**config.mk**
```make
export PLATFORM = sky130hd
export DESIGN_NAME = rv32_instr_encoder_flat
export DESIGN_NICKNAME = d
export VERILOG_FILES = /design/src/rtl/rv32_pkg.sv /design/src/rtl/rv32_instr_encoder_if.sv /design/src/rtl/rv32_imm_pack.sv /design/src/rtl/rv32_instr_encoder.sv /design/src/flat_wrapper.sv
export SDC_FILE = /design/constraint.sdc
export NUM_CORES = 1
export LEC_CHECK = 0
export BUFFER_PORTS_ARGS = -buffer_cell sky130_fd_sc_hd__buf_4
export CELL_PAD_IN_SITES_DETAIL_PLACEMENT = 0
export CELL_PAD_IN_SITES_GLOBAL_PLACEMENT = 1
export CORE_ASPECT_RATIO = 1.1
export CORE_MARGIN = 3
export CORE_UTILIZATION = 35
export CTS_CLUSTER_DIAMETER = 120
export DETAILED_ROUTE_END_ITERATION = 6
export PLACE_DENSITY = 0.67
export SLEW_MARGIN = 5
export SYNTH_ARGS = -nofsm -noshare
export SYNTH_HDL_FRONTEND = slang
export SYNTH_SLANG_ARGS = --single-unit
export TNS_END_PERCENT = 50
```
**constraint.sdc**
```tcl
create_clock -name i_clk -period 2.7 [get_ports i_clk]
set_input_delay 0.27 -clock i_clk [delete_from_list [all_inputs] [get_ports i_clk]]
set_output_delay 0.27 -clock i_clk [all_outputs]
set_load 0.03 [all_outputs]
```
**src/rtl/rv32_pkg.sv**
```systemverilog
// rv32_pkg
// Shared definitions for the RV32 instruction encoder / program loader.
//   - Format codes (same values as the controller's ImmSel).
//   - Opcode constants, the nop and halt words.
//   - Loader FSM state encoding.
//   - fits_signed(): true when a 32-bit value is representable as a
//     'bits'-wide two's-complement number.
package rv32_pkg;

  localparam logic [2:0] FMT_R = 3'b000;
  localparam logic [2:0] FMT_I = 3'b001;
  localparam logic [2:0] FMT_S = 3'b010;
  localparam logic [2:0] FMT_B = 3'b011;
  localparam logic [2:0] FMT_U = 3'b100;
  localparam logic [2:0] FMT_J = 3'b101;

  localparam logic [6:0] OP_IMM  = 7'b0010011;
  localparam logic [6:0] OP_JAL  = 7'b1101111;

  // addi x0,x0,0 and jal x0,0
  localparam logic [31:0] NOP_WORD  = {20'h0, 5'd0, OP_IMM};
  localparam logic [31:0] HALT_WORD = {20'h0, 5'd0, OP_JAL};

  localparam logic [2:0] ST_IDLE  = 3'd0;
  localparam logic [2:0] ST_LOAD  = 3'd1;
  localparam logic [2:0] ST_DRAIN = 3'd2;
  localparam logic [2:0] ST_HALT  = 3'd3;
  localparam logic [2:0] ST_DONE  = 3'd4;

  // Every bit from (bits-1) upward must equal the sign bit.
  function automatic logic fits_signed(input logic [31:0] v, input int unsigned bits);
    logic [31:0] hi;
    hi = 32'($signed(v) >>> (bits - 1));
    return (hi == 32'h0) || (hi == 32'hFFFF_FFFF);
  endfunction

endpackage

```
**src/rtl/rv32_instr_encoder_if.sv**
```systemverilog
// rv32_instr_encoder_if
// Bundle of the loader's session control, request handshake, memory
// write port and status flags.
//   master : request producer (drives i_*, observes o_*)
//   slave  : the encoder (observes i_*, drives o_*)
// IMEM_AW must match the encoder instance it connects to.
interface rv32_instr_encoder_if #(parameter int IMEM_AW = 8);

  logic               i_start;
  logic               i_finish;
  logic               i_valid;
  logic               o_ready;
  logic [2:0]         i_fmt;
  logic [6:0]         i_opcode;
  logic [2:0]         i_funct3;
  logic               i_funct7_5;
  logic [4:0]         i_rd;
  logic [4:0]         i_rs1;
  logic [4:0]         i_rs2;
  logic [31:0]        i_imm;
  logic               o_mem_we;
  logic [IMEM_AW-1:0] o_mem_addr;
  logic [31:0]        o_mem_wdata;
  logic [IMEM_AW:0]   o_count;
  logic               o_err;
  logic               o_full;
  logic               o_done;

  modport master (
    output i_start, i_finish, i_valid, i_fmt, i_opcode, i_funct3, i_funct7_5,
           i_rd, i_rs1, i_rs2, i_imm,
    input  o_ready, o_mem_we, o_mem_addr, o_mem_wdata, o_count, o_err, o_full, o_done
  );

  modport slave (
    input  i_start, i_finish, i_valid, i_fmt, i_opcode, i_funct3, i_funct7_5,
           i_rd, i_rs1, i_rs2, i_imm,
    output o_ready, o_mem_we, o_mem_addr, o_mem_wdata, o_count, o_err, o_full, o_done
  );

endinterface

```
**src/rtl/rv32_imm_pack.sv**
```systemverilog
// rv32_imm_pack
// Combinational packing of one field-level request into an RV32I word,
// plus the legality check. Illegal requests produce the nop word.
//   fmt/op/f3/f7_5/rd/rs1/rs2/imm : request fields
//   word    : encoded instruction (nop when illegal)
//   illegal : request cannot be encoded
module rv32_imm_pack
  import rv32_pkg::*;
(
  input  logic [2:0]  fmt,
  input  logic [6:0]  op,
  input  logic [2:0]  f3,
  input  logic        f7_5,
  input  logic [4:0]  rd,
  input  logic [4:0]  rs1,
  input  logic [4:0]  rs2,
  input  logic [31:0] imm,
  output logic [31:0] word,
  output logic        illegal
);

  logic        shift_form;
  logic [31:0] raw;

  // Immediate shifts carry a 5-bit shamt plus the sra/srl selector in bit 30.
  assign shift_form = (op == OP_IMM) && ((f3 == 3'b001) || (f3 == 3'b101));

  always_comb begin
    raw     = 32'h0;
    illegal = 1'b0;
    case (fmt)
      FMT_R: raw = {1'b0, f7_5, 5'b0, rs2, rs1, f3, rd, op};
      FMT_I: begin
        if (shift_form) begin
          raw     = {1'b0, f7_5, 5'b0, imm[4:0], rs1, f3, rd, op};
          illegal = |imm[31:5];
        end else begin
          raw     = {imm[11:0], rs1, f3, rd, op};
          illegal = !fits_signed(imm, 12);
        end
      end
      FMT_S: begin
        raw     = {imm[11:5], rs2, rs1, f3, imm[4:0], op};
        illegal = !fits_signed(imm, 12);
      end
      FMT_B: begin
        raw     = {imm[12], imm[10:5], rs2, rs1, f3, imm[4:1], imm[11], op};
        illegal = imm[0] || !fits_signed(imm, 13);
      end
      FMT_U: begin
        raw     = {imm[31:12], rd, op};
        illegal = |imm[11:0];
      end
      FMT_J: begin
        raw     = {imm[20], imm[10:1], imm[11], imm[19:12], rd, op};
        illegal = imm[0] || !fits_signed(imm, 21);
      end
      default: illegal = 1'b1;
    endcase
    // All RV32I opcodes end in 2'b11; anything else is a compressed/invalid encoding.
    if (op[1:0] != 2'b11) illegal = 1'b1;
    word = illegal ? NOP_WORD : raw;
  end

endmodule

```
**src/rtl/rv32_instr_encoder.sv**
```systemverilog
// rv32_instr_encoder
// Program loader: accepts field-level requests, encodes them and writes
// them to consecutive instruction-memory words, then appends a halt word.
//   i_clk, i_rst_n : clock (rising edge), asynchronous active-low reset
//   bus (slave)    : session control, request handshake, memory write
//                    port and count/err/full/done status
// Parameters:
//   IMEM_AW   : word-address width, DEPTH = 2**IMEM_AW
//   BASE_ADDR : first word address written in a session
// Pipeline: accept edge -> field register -> encoded-word register ->
// memory write register, so the write strobe is high in the cycle after
// the second edge following acceptance.
module rv32_instr_encoder
  import rv32_pkg::*;
#(
  parameter int IMEM_AW   = 8,
  parameter int BASE_ADDR = 0
)(
  input  logic i_clk,
  input  logic i_rst_n,
  rv32_instr_encoder_if.slave bus
);

  localparam int DEPTH = 1 << IMEM_AW;
  localparam logic [IMEM_AW-1:0] BASE       = IMEM_AW'(BASE_ADDR);
  localparam logic [IMEM_AW:0]   FULL_COUNT = (IMEM_AW + 1)'(DEPTH - 1);

  logic [2:0]         state;
  logic [IMEM_AW-1:0] ptr;
  logic [IMEM_AW:0]   count;
  logic               err;
  logic               full;
  logic               accept;
  logic               pipe_empty;

  logic               s1_valid;
  logic [2:0]         s1_fmt;
  logic [6:0]         s1_op;
  logic [2:0]         s1_f3;
  logic               s1_f7_5;
  logic [4:0]         s1_rd, s1_rs1, s1_rs2;
  logic [31:0]        s1_imm;
  logic [IMEM_AW-1:0] s1_addr;

  logic               s2_valid;
  logic [31:0]        s2_word;
  logic               s2_illegal;
  logic [IMEM_AW-1:0] s2_addr;

  logic [31:0]        pack_word;
  logic               pack_illegal;

  logic               mem_we;
  logic [IMEM_AW-1:0] mem_addr;
  logic [31:0]        mem_wdata;

  // The last slot is kept for the halt word.
  assign full       = (count == FULL_COUNT);
  assign pipe_empty = !s1_valid && !s2_valid;
  // A request presented together with i_finish is still taken, even though
  // o_ready already drops for that cycle to tell the producer to stop.
  assign accept     = (state == ST_LOAD) && bus.i_valid && !full;

  rv32_imm_pack u_pack (
    .fmt     (s1_fmt),
    .op      (s1_op),
    .f3      (s1_f3),
    .f7_5    (s1_f7_5),
    .rd      (s1_rd),
    .rs1     (s1_rs1),
    .rs2     (s1_rs2),
    .imm     (s1_imm),
    .word    (pack_word),
    .illegal (pack_illegal)
  );

  // Session FSM with the write pointer, accept counter and sticky error.
  always_ff @(posedge i_clk or negedge i_rst_n) begin
    if (!i_rst_n) begin
      state <= ST_IDLE;
      ptr   <= BASE;
      count <= '0;
      err   <= 1'b0;
    end else begin
      case (state)
        ST_IDLE, ST_DONE: begin
          if (bus.i_start) begin
            state <= ST_LOAD;
            ptr   <= BASE;
            count <= '0;
            err   <= 1'b0;
          end
        end
        ST_LOAD: begin
          if (accept) begin
            ptr   <= ptr + 1'b1;
            count <= count + 1'b1;
          end
          if (bus.i_finish) state <= ST_DRAIN;
        end
        ST_DRAIN: if (pipe_empty) state <= ST_HALT;
        ST_HALT:  state <= ST_DONE;
        default:  state <= ST_IDLE;
      endcase
      // Raised together with the nop write so the flag lines up with it.
      if (s2_valid && s2_illegal) err <= 1'b1;
    end
  end

  // Field register and encoded-word register.
  always_ff @(posedge i_clk or negedge i_rst_n) begin
    if (!i_rst_n) begin
      s1_valid   <= 1'b0;
      s1_fmt     <= '0;
      s1_op      <= '0;
      s1_f3      <= '0;
      s1_f7_5    <= 1'b0;
      s1_rd      <= '0;
      s1_rs1     <= '0;
      s1_rs2     <= '0;
      s1_imm     <= '0;
      s1_addr    <= '0;
      s2_valid   <= 1'b0;
      s2_word    <= '0;
      s2_illegal <= 1'b0;
      s2_addr    <= '0;
    end else begin
      s1_valid <= accept;
      if (accept) begin
        s1_fmt  <= bus.i_fmt;
        s1_op   <= bus.i_opcode;
        s1_f3   <= bus.i_funct3;
        s1_f7_5 <= bus.i_funct7_5;
        s1_rd   <= bus.i_rd;
        s1_rs1  <= bus.i_rs1;
        s1_rs2  <= bus.i_rs2;
        s1_imm  <= bus.i_imm;
        s1_addr <= ptr;
      end
      s2_valid   <= s1_valid;
      s2_word    <= pack_word;
      s2_illegal <= pack_illegal;
      s2_addr    <= s1_addr;
    end
  end

  // Memory write register; the halt word is loaded on the edge that moves
  // DRAIN into HALT, so its strobe is visible during HALT.
  always_ff @(posedge i_clk or negedge i_rst_n) begin
    if (!i_rst_n) begin
      mem_we    <= 1'b0;
      mem_addr  <= '0;
      mem_wdata <= '0;
    end else begin
      mem_we <= 1'b0;
      if (s2_valid) begin
        mem_we    <= 1'b1;
        mem_addr  <= s2_addr;
        mem_wdata <= s2_word;
      end else if ((state == ST_DRAIN) && pipe_empty) begin
        mem_we    <= 1'b1;
        mem_addr  <= ptr;
        mem_wdata <= HALT_WORD;
      end
    end
  end

  assign bus.o_ready     = (state == ST_LOAD) && !full && !bus.i_finish;
  assign bus.o_mem_we    = mem_we;
  assign bus.o_mem_addr  = mem_addr;
  assign bus.o_mem_wdata = mem_wdata;
  assign bus.o_count     = count;
  assign bus.o_err       = err;
  assign bus.o_full      = full;
  assign bus.o_done      = (state == ST_DONE);

endmodule

```
**src/flat_wrapper.sv**
```systemverilog
// flat-port wrapper written by rule: the top's interface ports become plain ports
module rv32_instr_encoder_flat import rv32_pkg::*;
#(
  parameter int IMEM_AW   = 8,
  parameter int BASE_ADDR = 0
)
  (i_clk, i_rst_n, bus_i_start, bus_i_finish, bus_i_valid, bus_i_fmt, bus_i_opcode, bus_i_funct3, bus_i_funct7_5, bus_i_rd, bus_i_rs1, bus_i_rs2, bus_i_imm, bus_o_ready, bus_o_mem_we, bus_o_mem_addr, bus_o_mem_wdata, bus_o_count, bus_o_err, bus_o_full, bus_o_done);
  rv32_instr_encoder_if #(.IMEM_AW(IMEM_AW)) bus_i ();
  input  logic i_clk;
  input  logic i_rst_n;
  input wire logic [$bits(bus_i.i_start)-1:0] bus_i_start;
  input wire logic [$bits(bus_i.i_finish)-1:0] bus_i_finish;
  input wire logic [$bits(bus_i.i_valid)-1:0] bus_i_valid;
  input wire logic [$bits(bus_i.i_fmt)-1:0] bus_i_fmt;
  input wire logic [$bits(bus_i.i_opcode)-1:0] bus_i_opcode;
  input wire logic [$bits(bus_i.i_funct3)-1:0] bus_i_funct3;
  input wire logic [$bits(bus_i.i_funct7_5)-1:0] bus_i_funct7_5;
  input wire logic [$bits(bus_i.i_rd)-1:0] bus_i_rd;
  input wire logic [$bits(bus_i.i_rs1)-1:0] bus_i_rs1;
  input wire logic [$bits(bus_i.i_rs2)-1:0] bus_i_rs2;
  input wire logic [$bits(bus_i.i_imm)-1:0] bus_i_imm;
  output wire logic [$bits(bus_i.o_ready)-1:0] bus_o_ready;
  output wire logic [$bits(bus_i.o_mem_we)-1:0] bus_o_mem_we;
  output wire logic [$bits(bus_i.o_mem_addr)-1:0] bus_o_mem_addr;
  output wire logic [$bits(bus_i.o_mem_wdata)-1:0] bus_o_mem_wdata;
  output wire logic [$bits(bus_i.o_count)-1:0] bus_o_count;
  output wire logic [$bits(bus_i.o_err)-1:0] bus_o_err;
  output wire logic [$bits(bus_i.o_full)-1:0] bus_o_full;
  output wire logic [$bits(bus_i.o_done)-1:0] bus_o_done;
  assign bus_i.i_start = bus_i_start;
  assign bus_i.i_finish = bus_i_finish;
  assign bus_i.i_valid = bus_i_valid;
  assign bus_i.i_fmt = bus_i_fmt;
  assign bus_i.i_opcode = bus_i_opcode;
  assign bus_i.i_funct3 = bus_i_funct3;
  assign bus_i.i_funct7_5 = bus_i_funct7_5;
  assign bus_i.i_rd = bus_i_rd;
  assign bus_i.i_rs1 = bus_i_rs1;
  assign bus_i.i_rs2 = bus_i_rs2;
  assign bus_i.i_imm = bus_i_imm;
  assign bus_o_ready = bus_i.o_ready;
  assign bus_o_mem_we = bus_i.o_mem_we;
  assign bus_o_mem_addr = bus_i.o_mem_addr;
  assign bus_o_mem_wdata = bus_i.o_mem_wdata;
  assign bus_o_count = bus_i.o_count;
  assign bus_o_err = bus_i.o_err;
  assign bus_o_full = bus_i.o_full;
  assign bus_o_done = bus_i.o_done;
  rv32_instr_encoder #(.IMEM_AW(IMEM_AW), .BASE_ADDR(BASE_ADDR)) u_core (.i_clk(i_clk), .i_rst_n(i_rst_n), .bus(bus_i));
endmodule
```
* Word level (Yosys, flattened, before mapping) *
Index checks and enable logic that the tools add are counted.

storage, ports and cells
  flip-flop bits (word level) = 174
  input bits = 66
  output and inout bits = 54
  logic and storage cells = 105

operators by class
  add/subtract/negate cells = 2
  equal/unequal tests = 21
  multiplexer cells = 25
  reductions and logical operators = 36

operators with widths
  kind                  count
  $pmux 32 s6           1
  $mux 32               4
  $eq 32x32->1 const B  3
  $logic_not 32->1      3
  $mux 8                4
  $reduce_or 27->1      1
  $mux 9                2
  $pmux 9 s2            1
  $pmux 8 s2            1
  $eq 3x2->1 const B    4
  $eq 3x3->1 const B    4
  $pmux 3 s4            1
  $reduce_or 12->1      1
  $add 9x1->9 const B   1
  $eq 3x1->1 const B    3
  $eq 9x8->1 const B    1
  $mux 3                3
  $add 8x1->8 const B   1
  $logic_and 1x1->1     8
  $reduce_bool 2->1     4
  $eq 7x5->1 const B    1
  $logic_not 1->1       7
  $mux 1                7
  $logic_not 3->1       2
  7 further kinds       16

* Depth between registers and ports, before layout *
Gate-level depths: netlist (run 1).

  word-level depth = 7
  depth in mapped cells = 11
  depth with buffers taken out = 10

* Hierarchy *
Synthesis (run 1) repeated with hierarchy kept, for this count alone.

unflattened totals
  cells, all modules = 573
  area, all modules = 7,483.4 µm²

by module, submodules not included
  module              instances  cells an instance  area an instance (µm²)  sequential area each (µm²)
  rv32_instr_encoder  1          420                6,483.7                 4,354.2
  rv32_imm_pack       1          153                999.7                   0.0

* Worst setup path after synthesis (run 1) *
Ideal clock, no wire load.

  kind = reg2reg
  from = register u_core.count[0] (netlist: u_core.bus.o_count[0])
  to = register u_core.s1_addr[0]
  library setup time = 0.117 ns
  arrival = 2.287 ns
  required time = 2.583 ns
  slack = 0.296 ns
  stages on the path, launching flop included = 12
  path buffers = 2
  clock period less this slack = 2.404 ns
  cells stage by stage = dfrtp_1 > ha_1 > nand3_1 > nor2_1 > ha_1 > inv_1 > nand3_1 > clkinv_1 > buf_2 > buf_1 > nand2_1 > nand2_1

on the way
  word-level cells in the longest chain between the ends = 3

RTL lines
  what                      RTL line                   source
  start: declaration        rv32_instr_encoder.sv:30   logic [IMEM_AW:0] count;
  start signal: assignment  rv32_instr_encoder.sv:97   count <= count + 1'b1;
  $eq 9x8->1                rv32_instr_encoder.sv:58   assign full = (count == FULL_COUNT);
  net bus_o_full            flat_wrapper.sv:28         output wire logic [$bits(bus_i.o_full)-1:0] bus_o_full;
  $logic_not 1->1           rv32_instr_encoder.sv:62   assign accept = (state == ST_LOAD) && bus.i_valid && !full;
  $logic_and 1x1->1         rv32_instr_encoder.sv:62
  end signal: assignment    rv32_instr_encoder.sv:138  s1_addr <= ptr;
  end: declaration          rv32_instr_encoder.sv:43   logic [IMEM_AW-1:0] s1_addr;

The timed path passes the listed nets, and every way through them passes these cells.
A chain may end at the register's enable or synchronous reset.

* Worst setup path after layout (run 1) *
  from = register u_core.s1_op[2]
  to = register u_core.s2_word[20]

on the way
  word-level cells in the longest chain between the ends = 6

RTL lines
  what                      RTL line                   source
  start: declaration        rv32_instr_encoder.sv:38   logic [6:0] s1_op;
  start signal: assignment  rv32_instr_encoder.sv:131  s1_op <= bus.i_opcode;
  $eq 7x5->1                rv32_imm_pack.sv:26        assign shift_form = (op == OP_IMM) && ((f3 == 3'b001) || (f3 == 3'b101));
  $logic_and 1x1->1         rv32_imm_pack.sv:26
  $mux 1                    rv32_imm_pack.sv:34        if (shift_form) begin
  $pmux 1 s6                rv32_imm_pack.sv:31        case (fmt)
  $mux 1                    rv32_imm_pack.sv:61        if (op[1:0] != 2'b11) illegal = 1'b1;
  $mux 32                   rv32_imm_pack.sv:62        word = illegal ? NOP_WORD : raw;
  net u_core.pack_word[20]  rv32_instr_encoder.sv:50   logic [31:0] pack_word;
  end signal: assignment    rv32_instr_encoder.sv:141  s2_word <= pack_word;
  end: declaration          rv32_instr_encoder.sv:46   logic [31:0] s2_word;

The timed path passes the listed nets, and every way through them passes these cells.

==> results of run 1 <==
[flip-flops by register name, summed over array words and instances (netlist names), 5 cells and up]
name	count
u_core.bus.o_count	9
u_core.bus.o_mem_addr	8
u_core.bus.o_mem_wdata	32
u_core.ptr	8
u_core.s1_addr	8
u_core.s1_imm	32
u_core.s1_op	7
u_core.s1_rd	5
u_core.s1_rs1	5
u_core.s1_rs2	5
u_core.s2_addr	8
u_core.s2_word	32
[report_power, final]
group | switching [µW] | total (µW) | internal (µW)
Sequential | 680 | 3980 | 3300
Combinational | 1890 | 3050 | 1160
Clock | 1040 | 2430 | 1390
Total | 3610 | 9460 | 5850
[cell type report]
cell class              count  area [µm²]
multi-input cells         546        2710
clock buffers              19         443
inverters                  11        41.3
repair buffers            142        1120
flip-flops and latches    174        4360
fillers                  1978       11100
clock inverters            12         140
well taps                 252         315
[per-layer routing]
layer  global-route usage  share of wire
met1                0.256           0.51
met2                0.243           0.44
met3               0.0323          0.039
met4               0.0507          0.011
met5                    0              0
[stage by stage]
stage	util	cell area (µm²)	hold slack (ps)	total power, µW	worst slack, ps
finish	0.452	9130	30.4	9460	406
global route	0.452	9130	17.1	10200	335
CTS	0.452	9130	5.82	9570	421
detailed placement	0.422	8530	316	7110	427
global placement	0.422	8530	315	7090	457
floorplan	-	7320	-25.6	5920	296
[worst max path at each step]
stage	startpoint	to	slack [ps]	depth (start not counted)
4_1_cts	u_core.s1_op[2]	u_core.s2_word[20]	420	5
3_5_place_dp	u_core.s1_op[2]	u_core.s2_word[8]	430	5
2_1_floorplan	u_core.bus.o_count[0]	u_core.s1_addr[0]	300	11
5_1_grt	u_core.s1_op[2]	u_core.s2_word[16]	340	5
3_3_place_gp	u_core.s1_op[2]	u_core.s2_word[16]	460	5
6_report	u_core.s1_op[2]	u_core.s2_word[20]	410	5
[worst min-delay path, stage by stage]
cell and delay (ps):
buf_4 80, nand2_1 40, nand2_1 40
[repair_timing]
action                                  in CTS  in global routing
endpoints found under the setup margin       0                  0
hold buffers                                 1                  0
gates resized for setup                      0                  0
endpoints found under the hold margin       63                  0
[placed cells by master, fill, tap and decap left out, types with 2 or more instances in the layout]
cell          n
nand2_1     282
dfrtp_1     173
buf_4       136
o21ai_0      54
nor3_1       34
nor2_1       26
nor2b_1      19
a21oi_1      19
clkbuf_16    17
inv_1        10
nand4_1      10
mux2i_1      10
or3_1         6
a22o_1        6
a31oi_1       6
nor4_1        5
a22oi_1       5
xnor2_1       5
xor2_1        5
clkinvlp_4    5
nor3b_1       4
a2bb2oi_1     4
buf_12        4
nand2b_1      3
a211oi_1      3
nand3_1       3
ha_1          3
clkinv_4      3
and3_1        2
or4_1         2
or2_2         2
o211ai_1      2
mux2_2        2
bufinv_16     2
conb_1        2
[cell families after synthesis]
| group | after synthesis |
|---|---|
| flip-flops | 174 |
| AO/OA/AOI/OAI | 111 |
| XOR/XNOR | 10 |
| multiplexers | 12 |
| adder cells (fa/ha/maj) | 3 |
| buffers and inverters | 57 |
| AND/OR/NAND/NOR | 408 |
| other | 1 |
==> impl_summary.md, run 1 <==
Setup path
The data arrival time of the critical path is 2580 ps. The data required time of the critical path is 2990 ps. On the worst path, the slowest cell contributes a delay of 570 ps.

The worst register-to-register path has a depth of 5. On the critical path, the stage with the largest delay is an instance of or4_4. The critical path start-end classification is register to register. Counting both buffers and inverters, the worst setup path holds a total of 1. The endpoint of the worst-slack reg-to-reg timing path is u_core.s2_word[20]. Walking the worst path, the cells encountered are or4b_4 -> or4_4 -> o211ai_4 -> buf_4 -> nor3_1. The worst setup path is captured at a register. The worst reg-to-reg setup slack is 410 ps. The worst setup path is launched from a register. The dominant delay contributor by cell family on the critical path is simple AND/OR/NAND/NOR gates. In this run the worst path has a maximum fanout of 31. The launch point of the worst reg-to-reg path is u_core.s1_op[2].

Floorplan
The placeable core area is 20200 µm². The die width is 144 µm. The number of rows in the core area is 54.

The area of the die is 22700 µm². The starting density of the core is 0.362. The die is 158 µm tall. 120 I/O pins were placed.

Place
In this run the tool buffered the top-level ports with 119 buffer cells. The post-detailed-placement half-perimeter wirelength is 13100 µm. The global placer's final weighted congestion is 0.815. The count of placed standard cells including taps is 1124.

Drt
For this run, the detailed router's first-pass iteration total came to 5. After detailed routing, the average wire length per cell comes to 15.9 µm. The remaining antenna violation count after routing is 0. The number of DRC violations after detailed routing is 0. The final layout contains routed wiring with a total length of 18300 µm. The number of DRC markers in iteration 0 is 393. The mean number of vias per cell is 4.78.

The via total after detailed routing is 5528.

Power and ir drop
The total leakage power is 0.00445 µW. For this design the ratio of total power to cell area is 1040 nW/µm². The worst ir drop on vdd is 502 µV.

Run status
The run finished with clean final reports.

STA
For the pin with the worst max-slew slack, the measured transition is 631 ps. The fmax is 436 MHz. The post-route clock skew is 6.49 ps. The minimum clock period is 2290 ps. Setup repair after global routing left no endpoint under its margin. The final-report hold violation count was 0.

In the final timing run, aggregate negative setup slack is 0 ps. Setup violations remaining at the end of the flow were counted as 0. The final-report max-slew violation count was 0. Of the available clock period, the critical path in the final layout requires 0.850. Headroom to the max-slew limit came out at 0.579.

Hold path
The worst hold path startpoint is bus_i_imm[25]. The end of the worst hold path is u_core.s1_imm[25]. The path type of the worst min-delay path is primary input to register. The worst hold path cell count is 3.

Cells and area
The count of placed standard cells in the final layout, fillers left out is 1156. Of the cells placed in the final design, the portion with a size suffix greater than 1 is 0.205. The repair_antennas step left the layout with diodes totalling 0. In the final design database the tool counted 961 nets. Relative to the synthesized area, the layout overhead comes to 24.7%.

Synth
Of the post-synthesis cell area, the dominant cell type holds 0.595. After synthesis, the most frequently instantiated cells are nand2_1 (282), dfrtp_1 (174), o21ai_0 (54). The fraction of synthesized cell area in xor and xnor cells is 0.0120. The fraction of the mapped netlist area in compound gates is 0.0936. Of the total synthesized cell area, the portion taken by AND, OR, NAND and NOR gates is 0.241. By area the synthesized netlist is led by dfrtp_1 (60%), nand2_1 (14%), o21ai_0 (3.7%).

The dominant synthesized flop cell is dfrtp_1. The count of distinct cell types in the synthesized netlist is 55. Measured against the total synthesized area, the mux share comes to 0.0168. The number of synthesis warnings is 0.

The synthesized netlist cell count is 776. Of the total synthesized cell area, the portion taken by full adders, half adders and majority gates is 0.00513. The post-synthesis instance area is 7320 µm². The fraction of synthesis flops using an asynchronous set or reset pin is 1.00. After synthesis the netlist holds a flip-flop and latch count of 174.

Counting flops with a built-in enable in the synthesized netlist gives 0. The biggest area contributor in the post-synthesis netlist is dfrtp_1. The share of the Yosys chip area taken by registers is 0.595. The most common cell in the synthesized netlist is nand2_1.

By area, the combinational part of the netlist is dominated by simple AND/OR/NAND/NOR gates. The mean instance size in the synthesized netlist is 9.43 µm².

Clock network
The TritonCTS clock tree is yes. Post-CTS timing repair inserted 0 buffers for setup. The clock passes through at most 2 buffers. In this run, CTS created clock tree buffers numbering 17.

The number of levels the H-tree was split into is 4. The clock net in this run drives a total of 174 sinks. The clock-pin transition on the worst setup and hold timing paths is 70 ps.

The master cell of the clock root buffer is clkbuf_16. At the later pin of the worst-skew pair, clock insertion delay measures 420 ps.

Global route
Entering global routing, the biggest net connects 67 pins. The wire length of the first global-routing pass is 30000 µm. The initial antenna violation count is 0. The total global routing track utilization is 0.168. The number of global-route vias before repair was 5532. The total overflow left after global routing is 0.

Run
The tool flagged a number of max-cap violations equal to 0.
No activity file was read; power rests on OpenSTA's default activity.
==> run 2: changes to the inputs <==
--- a/config.mk
+++ b/config.mk
@@ -5,6 +5,7 @@
 export SDC_FILE = /design/constraint.sdc
 export NUM_CORES = 1
 export LEC_CHECK = 0
+export ABC_AREA = 1
 export BUFFER_PORTS_ARGS = -buffer_cell sky130_fd_sc_hd__buf_4
 export CELL_PAD_IN_SITES_DETAIL_PLACEMENT = 0
 export CELL_PAD_IN_SITES_GLOBAL_PLACEMENT = 1
@@ -13,7 +14,7 @@
 export CORE_UTILIZATION = 35
 export CTS_CLUSTER_DIAMETER = 120
 export DETAILED_ROUTE_END_ITERATION = 6
-export PLACE_DENSITY = 0.67
+export PLACE_DENSITY = 0.7
 export SLEW_MARGIN = 5
 export SYNTH_ARGS = -nofsm -noshare
 export SYNTH_HDL_FRONTEND = slang
==> constraint.sdc (replaced) <==
create_clock -name i_clk -period 2.1 [get_ports i_clk]
set_input_delay 0.21 -clock i_clk [delete_from_list [all_inputs] [get_ports i_clk]]
set_output_delay 0.21 -clock i_clk [all_outputs]
set_load 0.03 [all_outputs]
==> run 2 against run 1 <==
Effect of this change:
- synthesized cell count grew 2.6%
- critical path depth grew 3
- area after synthesis shrank 2.1%
- setup slack lost 280 ps
- clock power grew 37%
- register-to-register slack lost 210 ps
- via count grew 5.7%
- design area grew 6.9%
- core utilization grew 3.6 points
- hold slack lost 29 ps
- first-iteration DRC count shrank 8.9%
- largest power group unchanged
==> impl_summary.md, run 2 <==
Run status
The flow ran to the end, and the final reports show no timing, DRC or antenna violations.

Drt
The post-detailed-routing wire length is 18600 µm (+1.5%). The via total after detailed routing came to 5841 (+5.7%). The average wire per cell in the routed design was 14.9 µm (-6.3%). The mean number of vias per cell is 4.66 (-2.5%). The total iterations of the first detailed-routing run is 5 (unchanged).

The remaining antenna violation count after routing was 0 (unchanged). The number of DRC markers in iteration 0 came to 358 (-8.9%). The number of DRC violations after detailed routing is 0 (unchanged).

Place
The number of I/O port buffers is 119 (unchanged). The post-detailed-placement half-perimeter wirelength is 13300 µm (+2.1%). The setup slack after placement is 15.2 ps (-411 ps). The standard cell area after detailed placement is 8530 µm² (about the same).

The count of placed standard cells including taps is 1166 (+3.7%). The global placer's final weighted congestion came to 0.921 (+13%).

Power and ir drop
The ratio of total power to cell area is 1350 nW/µm² (+30%). The total leakage power came to 0.00493 µW (+11%). The worst ir drop on vdd is 623 µV (+24%).

STA
The portion of the clock cycle consumed by the worst path in the final layout is 0.938. The final-report hold violation count is 0 (unchanged). The post-route clock skew came to 9.38 ps (+2.90 ps). The setup TNS is 0 ps (unchanged). The final-report setup violation count is 0 (unchanged). The fmax is 507 MHz. The final-report max-slew violation count is 0 (unchanged).

The minimum setup slack in the final design came to 129 ps (-277 ps). The minimum clock period is 1970 ps. Setup repair after global routing left no endpoint under its margin.

Synth
The post-synthesis sequential area ratio came to 0.608 (+0.0126). By count the netlist is led by nand2_1 (261), dfrtp_1 (174), nor2_1 (108). The portion of synthesized cell area occupied by the leading cell type is 0.608 (+0.0126). Yosys attributes the largest share of cell area to dfrtp_1 (61%), nand2_1 (14%), nor2_1 (5.7%).

The most area-hungry cell type in the Yosys netlist is dfrtp_1. The fraction of synthesis flops using an asynchronous set or reset pin came to 1.00 (unchanged). The most common cell in the synthesized netlist is nand2_1. The count of distinct cell types in the synthesized netlist was 36 (-35%). The number of synthesis warnings came to 0 (unchanged).

The number of enable flip-flop cells after synthesis is 0 (unchanged). For this run, the leading register cell type out of synthesis is dfrtp_1. The post-synthesis sequential element count is 174 (unchanged). The synthesized netlist cell count is 796 (+2.6%). The mean instance size in the synthesized netlist is 9.00 µm² (-4.5%).

The post-synthesis instance area came to 7160 µm² (-2.1%).

Global route
The wire length of the first global-routing pass is 30400 µm (+1.4%). The total global routing track utilization is 0.174 (+0.00587). The initial antenna violation count is 0 (unchanged). The total grt overflow was 0 (unchanged).

The number of global-route vias before repair is 5716 (+3.3%). The pin count of the biggest net entering global routing is 59 (-12%).

Cells and area
The total number of nets in the final design is 1058 (+10%). In the layout the commonest cells are nand2_1 (259), dfrtp_1 (172), buf_4 (140), nor2_1 (104), inv_1 (61). The layout overhead on the synthesized area is 36.2%. The final antenna diode count is 0 (unchanged). The final standard cell area without fillers is 9760 µm² (+6.9%). The leading cell type in the layout, fill and taps excluded is nand2_1.

The count of placed standard cells in the final layout, fillers left out came to 1253 (+8.4%). The proportion of layout cells with a drive suffix above 1 is 0.207 (+0.00215).

Setup path
The launch point of the worst reg-to-reg path is u_core.bus.o_count[1]. The data arrival time of the critical path is 1760 ps (-820 ps). The data required time of the critical path came to 1890 ps (-1100 ps). The worst setup path is launched from a register. The worst setup path is captured at a primary output. The setup path with the least slack is of type register to primary output. The largest driver fanout on the critical path came to 3 (-90%).

Tracing the worst setup path back leads to its startpoint at u_core.bus.o_count[1].

Floorplan
The starting density of the core is 0.358 (-0.00390). The die width is 142 µm (-0.99%). The number of rows in the core area is 54 (unchanged). The placeable core area was 20000 µm² (-1.0%). The area of the die came to 22200 µm² (-2.0%). The vertical extent of the die is 156 µm (-1.0%). The I/O pin count is 120 (unchanged).

Hold path
The path class of the tightest hold or removal check is primary input to register. The worst hold path startpoint is bus_i_rs2[3].

Clock network
The TritonCTS clock tree is yes. The number of sinks on the clock net was 174 (unchanged). The total CTS buffers came to 17 (unchanged).

The largest buffer count on any clock path is 2 (unchanged). The clock-pin transition on the worst setup and hold timing paths came to 70 ps (about the same). The later-pin clock latency in the skew report is 430 ps (about the same). Clock tree synthesis selected as its root buffer the cell clkbuf_16.

The number of levels the H-tree was split into is 4 (unchanged).

Run
The number of violations of the max-capacitance limit came to 0 (unchanged).
[run 2: cell types whose count changed after synthesis, moves of 15 or more]
cell | before | now
nor2_1 | 26 | 108
inv_1 | 10 | 61
nor3_1 | 34 | 7
a22o_1 | 6 | 29
nand2_1 | 282 | 261
nor2b_1 | 19 | 0
clkbuf_1 | 31 | 14
o21ai_0 | 54 | 39
[run 2: area by class of cell]
cell class	instances	area [µm²]
fillers	1912	10200
flip-flops and latches	174	4360
multi-input cells	529	2500
repair buffers	201	1710
clock buffers	19	453
well taps	252	315
inverters	66	249
clock inverters	12	171
[run 2: critical path, cell delays in order, from the launching register on]
cell	delay (ps)
dfrtp_2	420
ha_4	170
nand3_2	70
inv_1	50
nand4_1	100
nor2_2	60
ha_4	170
nor2_1	120
buf_4	170
[run 2: path summary, 6_finish.rpt]
kind	depth (start not counted)	to	slack, ps
setup / recovery	8	bus_o_ready	130
hold / removal	3	u_core.s1_rs2[3]	2
setup reg to reg	14	u_core.ptr[5]	200
hold reg to reg	0	u_core.s2_addr[1]	380
max in group asynchronous	3	u_core.ptr[4]	1140
min in group asynchronous	2	u_core.bus.o_mem_wdata[26]	210
[run 2: where the power goes]
group          switching, µW  internal [µW]  total (µW)
Clock                   1380           1960        3340
Sequential               763           4320        5080
Combinational           2940           1780        4720
[run 2: cells by family after synthesis]
family | synth area share
compound gates | 0.106
xor+xnor | 0.00122
flops | 0.608
other cells | 0.000523
simple gates | 0.227
buf+inv | 0.0520
fa+ha+maj | 0.00524
[run 2: stage by stage]
step	utilization	hold slack [ps]	total power, µW
after floorplan	-	-85.6	7970
after global placement	0.427	92.6	9730
after detailed placement	0.427	92.0	9750
after CTS	0.485	0.330	13200
after global routing	0.488	13.4	14100
final	0.488	1.71	13100
[run 2: timing repair]
action / 4_1_cts / 5_1_grt
resized for setup: 1 / 13
hold buffers: 53 / 0
endpoints found under the hold margin: 180 / 0
setup buffers: 0 / 3
pin swaps: 0 / 4
setup endpoints to repair: 1 / 56
[run 2: per-layer routing]
| metal | part of all wire | global-route usage |
|---|---|---|
| met4 | 0.020 | 0.0611 |
| met5 | 0 | 0 |
| met3 | 0.041 | 0.0331 |
| met2 | 0.46 | 0.264 |
| met1 | 0.48 | 0.250 |
==> run 3: changes to the inputs <==
--- a/config.mk
+++ b/config.mk
@@ -11,10 +11,10 @@
 export CELL_PAD_IN_SITES_GLOBAL_PLACEMENT = 1
 export CORE_ASPECT_RATIO = 1.1
 export CORE_MARGIN = 3
-export CORE_UTILIZATION = 35
+export CORE_UTILIZATION = 38
 export CTS_CLUSTER_DIAMETER = 120
 export DETAILED_ROUTE_END_ITERATION = 6
-export PLACE_DENSITY = 0.7
+export PLACE_DENSITY = 0.75
 export SLEW_MARGIN = 5
 export SYNTH_ARGS = -nofsm -noshare
 export SYNTH_HDL_FRONTEND = slang
==> run 3 against run 2 <==
Effect of this change:
- clock-buffer cell count rose by 1
- critical endpoint unchanged
- sequential share of layout area barely moved
- setup slack got worse by 30 ps
- clock skew decreased by 0.63 ps
- via count is 1.6% higher
- largest cell class unchanged
- fmax decreased by 1.5%
- sequential power about the same
- cell count down 0.16%
==> impl_summary.md, run 3 (synthesis results as in run 2) <==
Run status
The run finished with clean final reports.

Place
The number of I/O port buffers is 119 (unchanged). The post-detailed-placement half-perimeter wirelength is 13400 µm (+0.38%). The global placer's final weighted congestion is 0.870 (-5.5%). The setup slack after placement is 53.7 ps (+38.6 ps).

Clock network
The largest buffer count on any clock path is 2 (unchanged). The later-pin clock latency in the skew report is 430 ps (about the same). The tree is rooted in a clkbuf_16. The clock-pin transition on the worst setup and hold timing paths is 70 ps (about the same). TritonCTS built the clock tree. The number of sinks on the clock net is 174 (unchanged). The number of levels the H-tree was split into is 4 (unchanged). The total CTS buffers was 17 (unchanged).

Drt
The post-detailed-routing wire length is 18700 µm (+0.35%). The remaining antenna violation count after routing was 0 (unchanged). The number of DRC violations after detailed routing is 0 (unchanged). The total iterations of the first detailed-routing run came to 5 (unchanged). The mean number of vias per cell was 4.75 (+1.8%). The via total after detailed routing was 5937 (+1.6%).

The average wire per cell in the routed design is 14.9 µm (+0.52%). The number of DRC markers in iteration 0 is 331 (-7.5%).

STA
The portion of the clock cycle consumed by the worst path in the final layout is 0.953 (+0.0145). Setup repair after global routing could not meet its margin everywhere. The final-report max-slew violation count was 0 (unchanged). The post-route clock skew is 8.75 ps (-0.631 ps). The final-report setup violation count is 0 (unchanged). The minimum clock period is 2000 ps (+30.5 ps). The final-report hold violation count came to 0 (unchanged). The hold slack is 20.1 ps (+18.4 ps).

The minimum setup slack in the final design came to 98.8 ps (-30.5 ps). The fmax came to 500 MHz (-1.5%).

Hold path
The min-delay analysis places its worst path in the category primary input to register. The worst hold path startpoint is bus_i_imm[2].

Global route
The initial antenna violation count is 0 (unchanged). The pin count of the biggest net entering global routing is 55 (-6.8%). The total global routing track utilization is 0.191 (+0.0167). The number of global-route vias before repair is 5764 (+0.84%).

The wire length of the first global-routing pass is 30400 µm (about the same). The total grt overflow is 0 (unchanged).

Floorplan
The number of rows in the core area came to 52 (-3.7%). The starting density of the core is 0.388 (+0.0295). The vertical extent of the die is 150 µm (-3.9%). The I/O pin count is 120 (unchanged). The die width was 137 µm (-3.9%). The placeable core area is 18500 µm² (-7.6%). The area of the die is 20500 µm² (-7.6%).

Setup path
The data required time of the critical path is 1890 ps (about the same). The worst setup path is captured at a primary output. The data arrival time of the critical path is 1790 ps (+30 ps). The critical path startpoint category is a register.

The launch point of the worst reg-to-reg path is u_core.bus.o_count[1]. The library cell appearing most often on the critical path is ha_4. The largest driver fanout on the critical path was 3 (unchanged). The signal on the critical path passes through ha_4 -> nand3_1 -> inv_1 -> nand4_1 -> nor2_2 -> ha_4 -> nor2_1 -> buf_4.

The delay of the slowest cell on the worst path came to 430 ps (about the same). The critical path starts at u_core.bus.o_count[1]. The critical path start-end classification is register to primary output. The cell with the largest stage delay on the worst path is dfrtp_2.

Power and ir drop
The total leakage power is 0.00494 µW (+0.15%). The ratio of total power to cell area is 1330 nW/µm² (-1.2%). The worst ir drop on vdd is 664 µV (+6.6%).

Run
The number of violations of the max-capacitance limit is 0 (unchanged).

Cells and area
The total number of nets in the final design is 1064 (+0.57%). The final antenna diode count is 0 (unchanged). Leaving out fill and tap cells, the most frequent cell in the layout is nand2_1.

In the layout the commonest cells are nand2_1 (260), dfrtp_1 (172), buf_4 (140), nor2_1 (105), inv_1 (61). The proportion of layout cells with a drive suffix above 1 is 0.200 (-0.00640). The filler cell count is 1751 (-8.4%). The layout overhead on the synthesized area is 36.3% (about the same).
[run 3: path summary, 6_finish.rpt]
| path | cells past startpoint | endpoint | slack, ps |
|---|---|---|---|
| setup / recovery | 8 | bus_o_ready | 100 |
| min in group asynchronous | 2 | u_core.bus.o_mem_wdata[27] | 280 |
| setup reg to reg | 15 | u_core.bus.o_count[7] | 120 |
| hold / removal | 3 | u_core.s1_imm[2] | 20 |
| max in group asynchronous | 3 | u_core.bus.o_mem_wdata[12] | 1170 |
| hold reg to reg | 0 | u_core.s2_addr[5] | 380 |
[run 3: final cells by class]
type                    instances  area, µm²  share of cell area
well taps                     243        304              0.0311
clock buffers                  20        447              0.0458
repair buffers                207       1770               0.181
flip-flops and latches        174       4360               0.446
clock inverters                12        146              0.0150
multi-input cells             529       2490               0.255
inverters                      66        250              0.0256
[run 3: metrics by stage]
step / instance area [µm²] / TNS (ps) / instances / power [µW] / utilization
after global routing: 9760 / -44.3 / 1251 / 13900 / 0.528
after global placement: 8540 / 0 / 1159 / 9680 / 0.462
after floorplan: 7210 / 0 / 797 / 7970 / -
after CTS: 9720 / 0 / 1250 / 13000 / 0.526
final: 9760 / 0 / 1251 / 13000 / 0.528
after detailed placement: 8540 / 0 / 1159 / 9740 / 0.462
[run 3: critical path: cells and delay by family, from the launching register on]
kind / cells / cell delay (ps)
fa+ha+maj: 2 / 330
buf+inv: 2 / 230
flops: 1 / 430
simple gates: 4 / 380
[run 3: what timing repair did]
item | in CTS | in global routing
resized for setup | 0 | 10
buffers inserted | 0 | 1
setup endpoints to repair | 0 | 68
hold buffers | 59 | 0
endpoints found under the hold margin | 98 | 0
[run 3: layer usage]
layer / global-route usage / wire [µm] / up-vias
met4: 0.0594 / 283 / 0
met5: 0 / 0 / -
li1: - / - / 2959
met2: 0.288 / 8590 / 156
met1: 0.278 / 9000 / 2802
met3: 0.0370 / 803 / 20
[run 3: report_power, final]
group | switching [µW] | internal, µW
registers | 793 | 4320
clock network | 1370 | 1820
logic | 2940 | 1750
total | 5100 | 7890
